### src/rtl/universal_shift_register.sv
// Universal shift register: parallel load, left/right shift with serial, zero,
// arithmetic or rotate fill, plus an autonomous N-step burst engine with busy/done.
module universal_shift_register #(
  parameter int unsigned WORD_LENGTH = 8,
  parameter int unsigned COUNT_WIDTH = 4
) (
  input  logic                   clk,
  input  logic                   reset,
  input  logic                   load,
  input  logic                   shift,
  input  logic                   start,
  input  logic                   dir,
  input  logic [1:0]             mode,
  input  logic [COUNT_WIDTH-1:0] count,
  input  logic                   serialIn,
  input  logic [WORD_LENGTH-1:0] parallelInput,
  output logic                   serialOutput,
  output logic [WORD_LENGTH-1:0] parallelOutput,
  output logic                   busy,
  output logic                   done
);

  localparam int unsigned W  = WORD_LENGTH;
  localparam int unsigned CW = COUNT_WIDTH;

  localparam logic [0:0] ST_IDLE  = 1'b0;
  localparam logic [0:0] ST_BURST = 1'b1;

  localparam logic [1:0] MODE_SERIAL = 2'b00;
  localparam logic [1:0] MODE_ARITH  = 2'b10;
  localparam logic [1:0] MODE_ROTATE = 2'b11;

  logic [0:0]    state_q, state_d;
  logic [CW-1:0] cnt_q,   cnt_d;
  logic          dir_q,   dir_d;
  logic [1:0]    mode_q,  mode_d;
  logic [W-1:0]  word_q,  word_d;
  logic          done_q,  done_d;

  // One single-bit step; left=1 moves toward the MSB.
  function automatic logic [W-1:0] shift_word(
    input logic [W-1:0] r,
    input logic         left,
    input logic [1:0]   m,
    input logic         sin
  );
    logic         fill;
    logic [W-1:0] res;
    fill = 1'b0;
    if (left) begin
      case (m)
        MODE_SERIAL: fill = sin;
        MODE_ROTATE: fill = r[W-1];
        default:     fill = 1'b0;
      endcase
      res = {r[W-2:0], fill};
    end else begin
      case (m)
        MODE_SERIAL: fill = sin;
        MODE_ARITH:  fill = r[W-1];
        MODE_ROTATE: fill = r[0];
        default:     fill = 1'b0;
      endcase
      res = {fill, r[W-1:1]};
    end
    return res;
  endfunction

  always_ff @(posedge clk or negedge reset) begin
    if (!reset) begin
      state_q <= ST_IDLE;
      cnt_q   <= '0;
      dir_q   <= 1'b0;
      mode_q  <= 2'b00;
      word_q  <= '0;
      done_q  <= 1'b0;
    end else begin
      state_q <= state_d;
      cnt_q   <= cnt_d;
      dir_q   <= dir_d;
      mode_q  <= mode_d;
      word_q  <= word_d;
      done_q  <= done_d;
    end
  end

  // Next state: load always wins; in IDLE start beats a single shift.
  always_comb begin
    state_d = state_q;
    cnt_d   = cnt_q;
    dir_d   = dir_q;
    mode_d  = mode_q;
    word_d  = word_q;
    done_d  = 1'b0;
    case (state_q)
      ST_IDLE: begin
        if (load) begin
          word_d = parallelInput;
        end else if (start) begin
          dir_d  = dir;
          mode_d = mode;
          if (count != '0) begin
            state_d = ST_BURST;
            cnt_d   = count;
          end else begin
            done_d = 1'b1;
          end
        end else if (shift) begin
          word_d = shift_word(word_q, dir, mode, serialIn);
        end
      end
      ST_BURST: begin
        if (load) begin
          word_d  = parallelInput;
          state_d = ST_IDLE;
          cnt_d   = '0;
        end else begin
          word_d = shift_word(word_q, dir_q, mode_q, serialIn);
          cnt_d  = cnt_q - CW'(1);
          if (cnt_q == CW'(1)) begin
            state_d = ST_IDLE;
            done_d  = 1'b1;
          end
        end
      end
      default: begin
        state_d = ST_IDLE;
        cnt_d   = '0;
      end
    endcase
  end

  // Outgoing bit follows the direction that the next shift will actually use.
  logic eff_left;
  assign eff_left       = (state_q == ST_BURST) ? dir_q : dir;
  assign serialOutput   = eff_left ? word_q[W-1] : word_q[0];
  assign parallelOutput = word_q;
  assign busy           = (state_q == ST_BURST);
  assign done           = done_q;

endmodule

### config.mk
export PLATFORM = sky130hd
export DESIGN_NAME = universal_shift_register
export DESIGN_NICKNAME = d
export VERILOG_FILES = /design/src/rtl/universal_shift_register.sv
export SDC_FILE = /design/constraint.sdc
export NUM_CORES = 1
export LEC_CHECK = 0
export ABC_AREA = 1
export CAP_MARGIN = 20
export CORE_ASPECT_RATIO = 1.4
export CORE_MARGIN = 5
export CORE_UTILIZATION = 44
export DETAILED_ROUTE_END_ITERATION = 10
export HOLD_SLACK_MARGIN = 0.15
export PLACE_DENSITY = 0.82
export SYNTH_ARGS = -nofsm -noshare
export SYNTH_HDL_FRONTEND = slang
export SYNTH_SLANG_ARGS = --single-unit
### constraint.sdc
create_clock -name clk -period 1.14 [get_ports clk]
set_input_delay 0.114 -clock clk [delete_from_list [all_inputs] [get_ports clk]]
set_output_delay 0.114 -clock clk [all_outputs]
set_load 0.03 [all_outputs]
# [Word-level counts from Yosys, hierarchy flattened]
# Cells that the tools add are included.
[totals] reg_bits=17 inputBits=21 elab_cells=59
[classes] add_sub_neg=1 eq_ne=12 n_mux=30 bitwise_logic=2 n_reduce_logical=7
[ops] op="8-bit 2-to-1 mux" n=6
[ops] op="4-bit 2-to-1 mux" n=4
[ops] op="8-bit case mux with 2 select lines" n=1
[ops] op="1-bit 2-to-1 mux" n=12
[ops] op="2-bit == test, second input constant" n=4
[ops] op="4-bit inequality test, second input constant" n=2
[ops] op="1-bit case mux with 2 select lines" n=4
[ops] op="4-bit case mux with 2 select lines" n=1
[ops] op="2-bit inequality test, second input constant" n=3
[ops] op="3-bit inequality test, second input constant" n=2
[ops] op="1-bit case mux with 3 select lines" n=2
[ops] op="3-bit AND reduction" n=2
[ops] op="4-bit by 1-bit == test with 1-bit output, second input constant" n=1
[ops] op="2-bit zero test" n=2
[ops] op="4-bit AND reduction" n=1
[ops] op="4-bit nonzero test" n=1
[ops] op="4-bit by 1-bit subtractor with 4-bit output, second input constant" n=1
[ops] op="1-bit NOT" n=2
[ops] op="2-bit AND reduction" n=1

# [Longest topological paths before layout]
# Gate-level depths: netlist of run 1.
[logic_depth] word_depth=7 ltp_mapped=10 ltp_nobuf=10

# [Least setup slack after synthesis of run 1]
# No wires, ideal clock.
[synth_path] kind="register to output" from="register state_q, in the netlist busy" to="output port serialOutput" t_arrival_ns=1.613 required_ns=1.026 slack_ns=-0.587 stages_incl_launch_ff=6 path_cell_list="dfrtp_1 buf_6 inv_2 nor2_4 nor2_4 o21ai_0"
[synth_via] elab_chain_cells=2
[synth_rtl] item="from (decl)" line="33" rtl="logic [0:0] state_q, state_d;"
[synth_rtl] item="from (signal assigned)" line="78" rtl="state_q <= state_d;"
[synth_rtl] item="1-bit 2-to-1 mux" line="135" rtl="assign eff_left = (state_q == ST_BURST) ? dir_q : dir;"
[synth_rtl] item="1-bit 2-to-1 mux" line="136" rtl="assign serialOutput = eff_left ? word_q[W-1] : word_q[0];"
[synth_rtl] item="to (decl)" line="17" rtl="output logic serialOutput,"
# No other way between the ends.

# [Worst setup path after layout of run 1]
# Ends and elaborated chain as after synthesis.

==> results.ini, run 1 <==
[yosys]
avgSynthCellArea_um2=6.751
syn_nets=221
ys.warnings.count=0
netlist_area_mm2=0.001296
syn_inst=192
synthSimpleGateAreaFrac_pct=34.27
synth_compound_area_share_pct=15.44
synth_flop_cell=dfrtp_1
muxShareOfSynthArea_pct=0
synth_edf_count=0
synthXorXnorAreaFrac_pct=0
synth_cell_types=21
synthAdderAreaFrac_pct=7.722
ys_seq_area_share_pct=32.82
synth_top_family_by_area=simple AND/OR/NAND/NOR gates
async_reset_ff_share_pct=100.0
synth-seq-cells=17

[sta]
worst_slack_ps=-291.2
fin_tns_setup_ps=-3872
period_needed_ps=1431
post-route-period-util_pct=125.5
skew_ps=11.95
hold_viol=0
slew_violations=0
max_freq_ghz=0.6987
timing.slew.headroom_pct=79.79
whs_ps=168.1
worst_pin_slew_ps=304.4
rsz0062_at_grt=yes
setup_viol=19

[critical_path]
critPathMaxFanout=4
critPathRequiredTime_ps=1030
critPathKind=reg -> out
arrival_ps=1320
start_kind=flop
crit_path_end_kind=primary output
regToRegSetupSlack_ps=-280

[pwr]
ir_drop_mv=0.8727
p_int_w=0.001623
pwr-share-seq_pct=32.6
leakagePower_nw=1.011
p_clk_share_pct=16.9
pwr_density_cell_mw_per_mm2=1435
p_sw_share_pct=42.79
power_switching_w=0.001214
comb_power_share_pct=50.5

[final_layout]
final_common_cell=nand2_1
num_antenna_cells=0
postLayoutCoreUtil_pct=69.39
syn2layout_area_growth_pct=52.51
drive_gt1_share_pct=25.49
fillerInstances=224
final_cell_mix=nand2_1, buf_4, inv_1
fin_nets=285
layout.cells.non_filler=292

[placement]
io_buffers=31
place_congestion=0.8952
hpwl_um=2817
dpl_worst_slack_ps=-351.9
dpl.cell_count=281

[die]
die_area_mm2=0.004147
initial_utilization_pct=45.50
die-height_um=74.22
coreArea_mm2=0.002849
die-width_um=55.87
std_cell_rows=23
io-pin-count=32

[clock_network]
cts-root-buf=clkbuf_8
htreeDepth=1
cts_buffers=3
cts_tree=yes
clock_latency_ps=260
cts_buffer_depth=2
path_clk_slew_ps=80
numClockSinks=17

[global_routing]
grt_pass1_wl_um=6644
grt_pass1_vias=1538
grt_start_max_net_pins=18
antenna_found_initial=0
gr-usage-all-layers_pct=20.29
overflow=0

[routing]
drc=0
ant_nets=0
wire_per_inst_um=13.43
vias=1495
dr.pass1.iters=5
viasPerCell=5.120
wl_um=3923
drtIter0Drc=44

[flow_run]
drv_cap=0

[run_status]
violations=negative setup slack
status=complete, but fails checks

[worst_hold_path]
min_path_type=in -> async

[worst max-delay path, stage by stage, from the launching register on]
cell and delay, ps:
dfrtp_2 480, inv_6 80, nor2_4 40, nor2_4 150, buf_6 120, o21ai_4 40
buf_6 130
[synth_stat cells, types with 2 or more instances]
cell type	instances	share of area, %
nand2_1	64	19
inv_1	21	6.1
nor2_1	20	5.8
dfrtp_1	17	33
a21oi_1	12	4.6
o21ai_0	12	4.6
nand3_1	11	4.2
ha_1	8	7.7
o211ai_1	5	2.9
a31oi_1	4	1.9
inv_2	4	1.2
buf_2	2	0.77
buf_6	2	1.7
nor2_4	2	1.7
o22ai_1	2	0.97
[worst paths after layout]
path / startpoint / endpoint / depth (start not counted)
worst min-delay path: reset / cnt_q[0] / 2
worst max register to register: busy / parallelOutput[2] / 7
worst min register to register: mode_q[0] / mode_q[0] / 2
min in group clk: parallelInput[4] / parallelOutput[4] / 3
max in group asynchronous: reset / cnt_q[2] / 2
worst max-delay path: busy / serialOutput / 6
[sequential cells by signal, summed over array words and instances, names as in the netlist]
name            flops
mode_q              2
done                1
busy                1
parallelOutput      8
dir_q               1
cnt_q               4
[repair_timing]
| item | in CTS | in global routing |
|---|---|---|
| pin swaps | 4 | 0 |
| setup buffers | 6 | 1 |
| hold buffers | 0 | 0 |
| gates resized for setup | 19 | 8 |
| endpoints found under the setup margin | 18 | 19 |
[layer usage]
layer / global-route usage, % / routed length, µm
met2: 40.79 / 2194
met3: 3.125 / 165
met5: 0 / 0
met1: 19.44 / 1410
met4: 11.87 / 153
[logic make-up after synthesis]
kind of cell / Yosys count
fa+ha+maj: 8
compound gates: 36
buf+inv: 29
flops: 17
simple gates: 102
[area by class of cell]
| type | count | area [µm²] | area share [%] |
|---|---|---|---|
| flip-flops and latches | 17 | 426.7 | 21.58 |
| inverters | 25 | 106.4 | 5.380 |
| clock buffers | 4 | 45.04 | 2.278 |
| repair buffers | 63 | 546.8 | 27.66 |
| multi-input cells | 146 | 805.8 | 40.76 |
| well taps | 37 | 46.29 | 2.342 |
[power by group through the flow]
stage,clock network (W),logic [W],registers (W)
global placement,0,0.00123,0.000933
CTS,0.000477,0.00139,0.000920
global route,0.000510,0.00158,0.000946
floorplan,0,0.000671,0.00102
detailed placement,0,0.00126,0.000941
finish,0.000481,0.00143,0.000923
[through the flow]
stage | total power, W | cell area, µm²
finish | 0.002837 | 1977
floorplan | 0.001687 | 1316
global route | 0.003033 | 1977
detailed placement | 0.002198 | 1803
global placement | 0.002160 | 1803
CTS | 0.002792 | 1954
Note: power is estimated with default switching activity, not from simulation.
==> inputs of run 2 (changes only) <==
- CORE_UTILIZATION: 44 -> 53
- PLACE_DENSITY: 0.82 -> 0.92
- RECOVER_POWER: unset -> 25
- clock period: 1.14 -> 1.85 ns (I/O delays scaled with it)
==> run 2 against run 1 <==
Against the previous run:
- global-route usage decreased by 1.5 points
- combinational power is 51% lower
- critical path type unchanged
- first-iteration DRC count rose by 11%
- core utilization up 0.50 points
- the run now ends clean
- largest power group unchanged
==> results.ini, run 2 (same netlist as run 1, synthesis figures left out) <==
[run_status]
status=finished, final reports clean

[worst_hold_path]
hold_path_end=parallelOutput[3]
hold_path_startpoint=parallelInput[3]
holdPathStages=3
min_path_type=in -> reg

[die]
io-pin-count=32  ; unchanged
std_cell_rows=21  ; -8.7%
die_area_mm2=0.003549  ; -14%
coreArea_mm2=0.002365  ; -17%
die-width_um=51.80  ; -7.3%
initial_utilization_pct=54.81  ; +9.3 points
die-height_um=68.52  ; -7.7%

[placement]
io_buffers=31  ; unchanged
post_dp_cell_area_mm2=0.001630  ; -9.6%
dpl_worst_slack_ps=231.2  ; +583.0 ps
hpwl_um=2414  ; -14%
place_congestion=0.8972  ; +0.22%

[critical_path]
cp_slowest_cell=clkdlybuf4s50_1
critPathTopFamily=buffers and inverters
critPathMaxStageDelay_ps=730  ; +250 ps
critPathRequiredTime_ps=1660  ; +630 ps
critPathKind=reg -> out
reg2regPathDepth=8  ; +1
arrival_ps=1560  ; +240 ps
regToRegSetupSlack_ps=450  ; +730 ps
r2r_start=busy
critPathMaxFanout=8  ; +4
worstReg2RegEnd=parallelOutput[7]
crit_path_cell_trace=clkdlybuf4s50_1
crit_path_end_kind=primary output
start_kind=flop
path_buf_inv=1  ; -2

[sta]
fin_tns_setup_ps=0  ; +3872 ps
rsz0062_at_grt=no
whs_ps=523.0  ; +354.9 ps
worst_pin_slew_ps=984.5  ; +680.1 ps
setup_viol=0  ; -19
max_freq_ghz=0.5734
worst_slack_ps=106.1  ; +397.4 ps
skew_ps=2.016  ; -9.935 ps
timing.slew.headroom_pct=34.36  ; -45 points
hold_viol=0  ; unchanged
period_needed_ps=1744
slew_violations=0  ; unchanged
post-route-period-util_pct=94.26

[routing]
dr.pass1.iters=6  ; +1
viasPerCell=5.372  ; +4.9%
drtIter0Drc=49  ; +11%
wire_per_inst_um=12.39  ; -7.8%
drc=0  ; unchanged
ant_nets=0  ; unchanged
vias=1343  ; -10%
wl_um=3097  ; -21%

[clock_network]
cts_buffers=3  ; unchanged
cts_hold_buf=0  ; unchanged
cts-root-buf=clkbuf_4
post_cts_resized=0  ; -19
path_clk_slew_ps=100  ; +20 ps
cts_setup_buffers=0  ; -6
numClockSinks=17  ; unchanged
cts_tree=yes
cts_buffer_depth=2  ; unchanged
htreeDepth=1  ; unchanged
clock_latency_ps=290  ; +30 ps

[pwr]
comb_power_share_pct=47.5  ; -3.0 points
power_switching_w=0.0006448  ; -47%
leakagePower_nw=0.8314  ; -18%
ir_drop_mv=0.4297  ; -51%
pwr_density_cell_mw_per_mm2=889.7  ; -38%
pwr-share-seq_pct=38.7  ; +6.1 points
p_int_w=0.0008256  ; -49%
p_clk_share_pct=13.8  ; -3.1 points
p_sw_share_pct=43.85  ; +1.1 points

[final_layout]
syn2layout_area_growth_pct=27.51
num_antenna_cells=0  ; unchanged
drive_gt1_share_pct=7.489  ; -18 points
final_common_cell=nand2_1
final_cell_mix=nand2_1, clkdlybuf4s50_1, inv_1
postLayoutCoreUtil_pct=69.89  ; +0.50 points
fillerInstances=196  ; -13%
fin_nets=257  ; -9.8%
largest_register_ffs=8  ; unchanged
finish.instance_area_mm2=0.001653  ; -16%

[global_routing]
overflow=0  ; unchanged
grt_pass1_wl_um=5064  ; -24%
grt_pass1_vias=1201  ; -22%
grt_start_max_net_pins=18  ; unchanged
antenna_found_initial=0  ; unchanged
gr-usage-all-layers_pct=18.76  ; -1.5 points

[flow_run]
drv_cap=0  ; unchanged

==> run 2: cell count changes in the layout (fill, tap and decap cells not counted), moves of 4 or more <==
cell / previous run / this run
buf_4: 37 / 4
clkdlybuf4s50_1: 20 / 29
o21ai_0: 5 / 12
o21ai_1: 6 / 1
buf_6: 4 / 0
==> run 2: metrics by stage <==
stage,total power (W),cells
after global routing,0.001575,250
final,0.001470,250
after global placement,0.001261,246
after CTS,0.001475,250
after detailed placement,0.001273,246
after floorplan,0.001020,192
==> run 2: layout make-up <==
class | instances | area (µm²) | area share [%]
repair buffers | 35 | 334.1 | 20.21
clock buffers | 4 | 26.28 | 1.590
multi-input cells | 146 | 744.5 | 45.04
inverters | 25 | 93.84 | 5.678
flip-flops and latches | 17 | 425.4 | 25.74
well taps | 23 | 28.78 | 1.741
==> run 2: worst max path at each step <==
stage / start / endpoint / slack [ps] / cells past startpoint
4_1_cts: busy / busy / 90 / 1
5_1_grt: busy / serialOutput / 40 / 5
3_3_place_gp: load / parallelOutput[5] / 260 / 8
6_report: busy / busy / 110 / 1
2_1_floorplan: busy / serialOutput / 50 / 5
3_5_place_dp: load / parallelOutput[5] / 230 / 8
==> run 2: power groups by stage <==
stage	combinational (W)	sequential, W	clock, W
floorplan	0.000395	0.000625	0
global placement	0.000690	0.000571	0
detailed placement	0.000698	0.000575	0
CTS	0.000703	0.000567	0.000205
global route	0.000781	0.000581	0.000213
finish	0.000698	0.000569	0.000203
==> run 2: routing by layer <==
| metal | vias up | GRT usage [%] | wire [µm] |
|---|---|---|---|
| met3 | 4 | 2.366 | 168 |
| met4 | 0 | 6.885 | 30 |
| met5 | - | 0 | 0 |
| met2 | 53 | 35.51 | 1599 |
| li1 | 687 | - | - |
| met1 | 599 | 21.24 | 1298 |
==> run 2: worst reg2reg max path, cell delays in order (launching register included) <==
cell,delay (ps)
dfrtp_1,540
buf_4,220
nor2_8,60
nand2_4,130
nand2_1,80
nor2_1,90
nand2_1,50
nor2_1,90
nor2_1,40
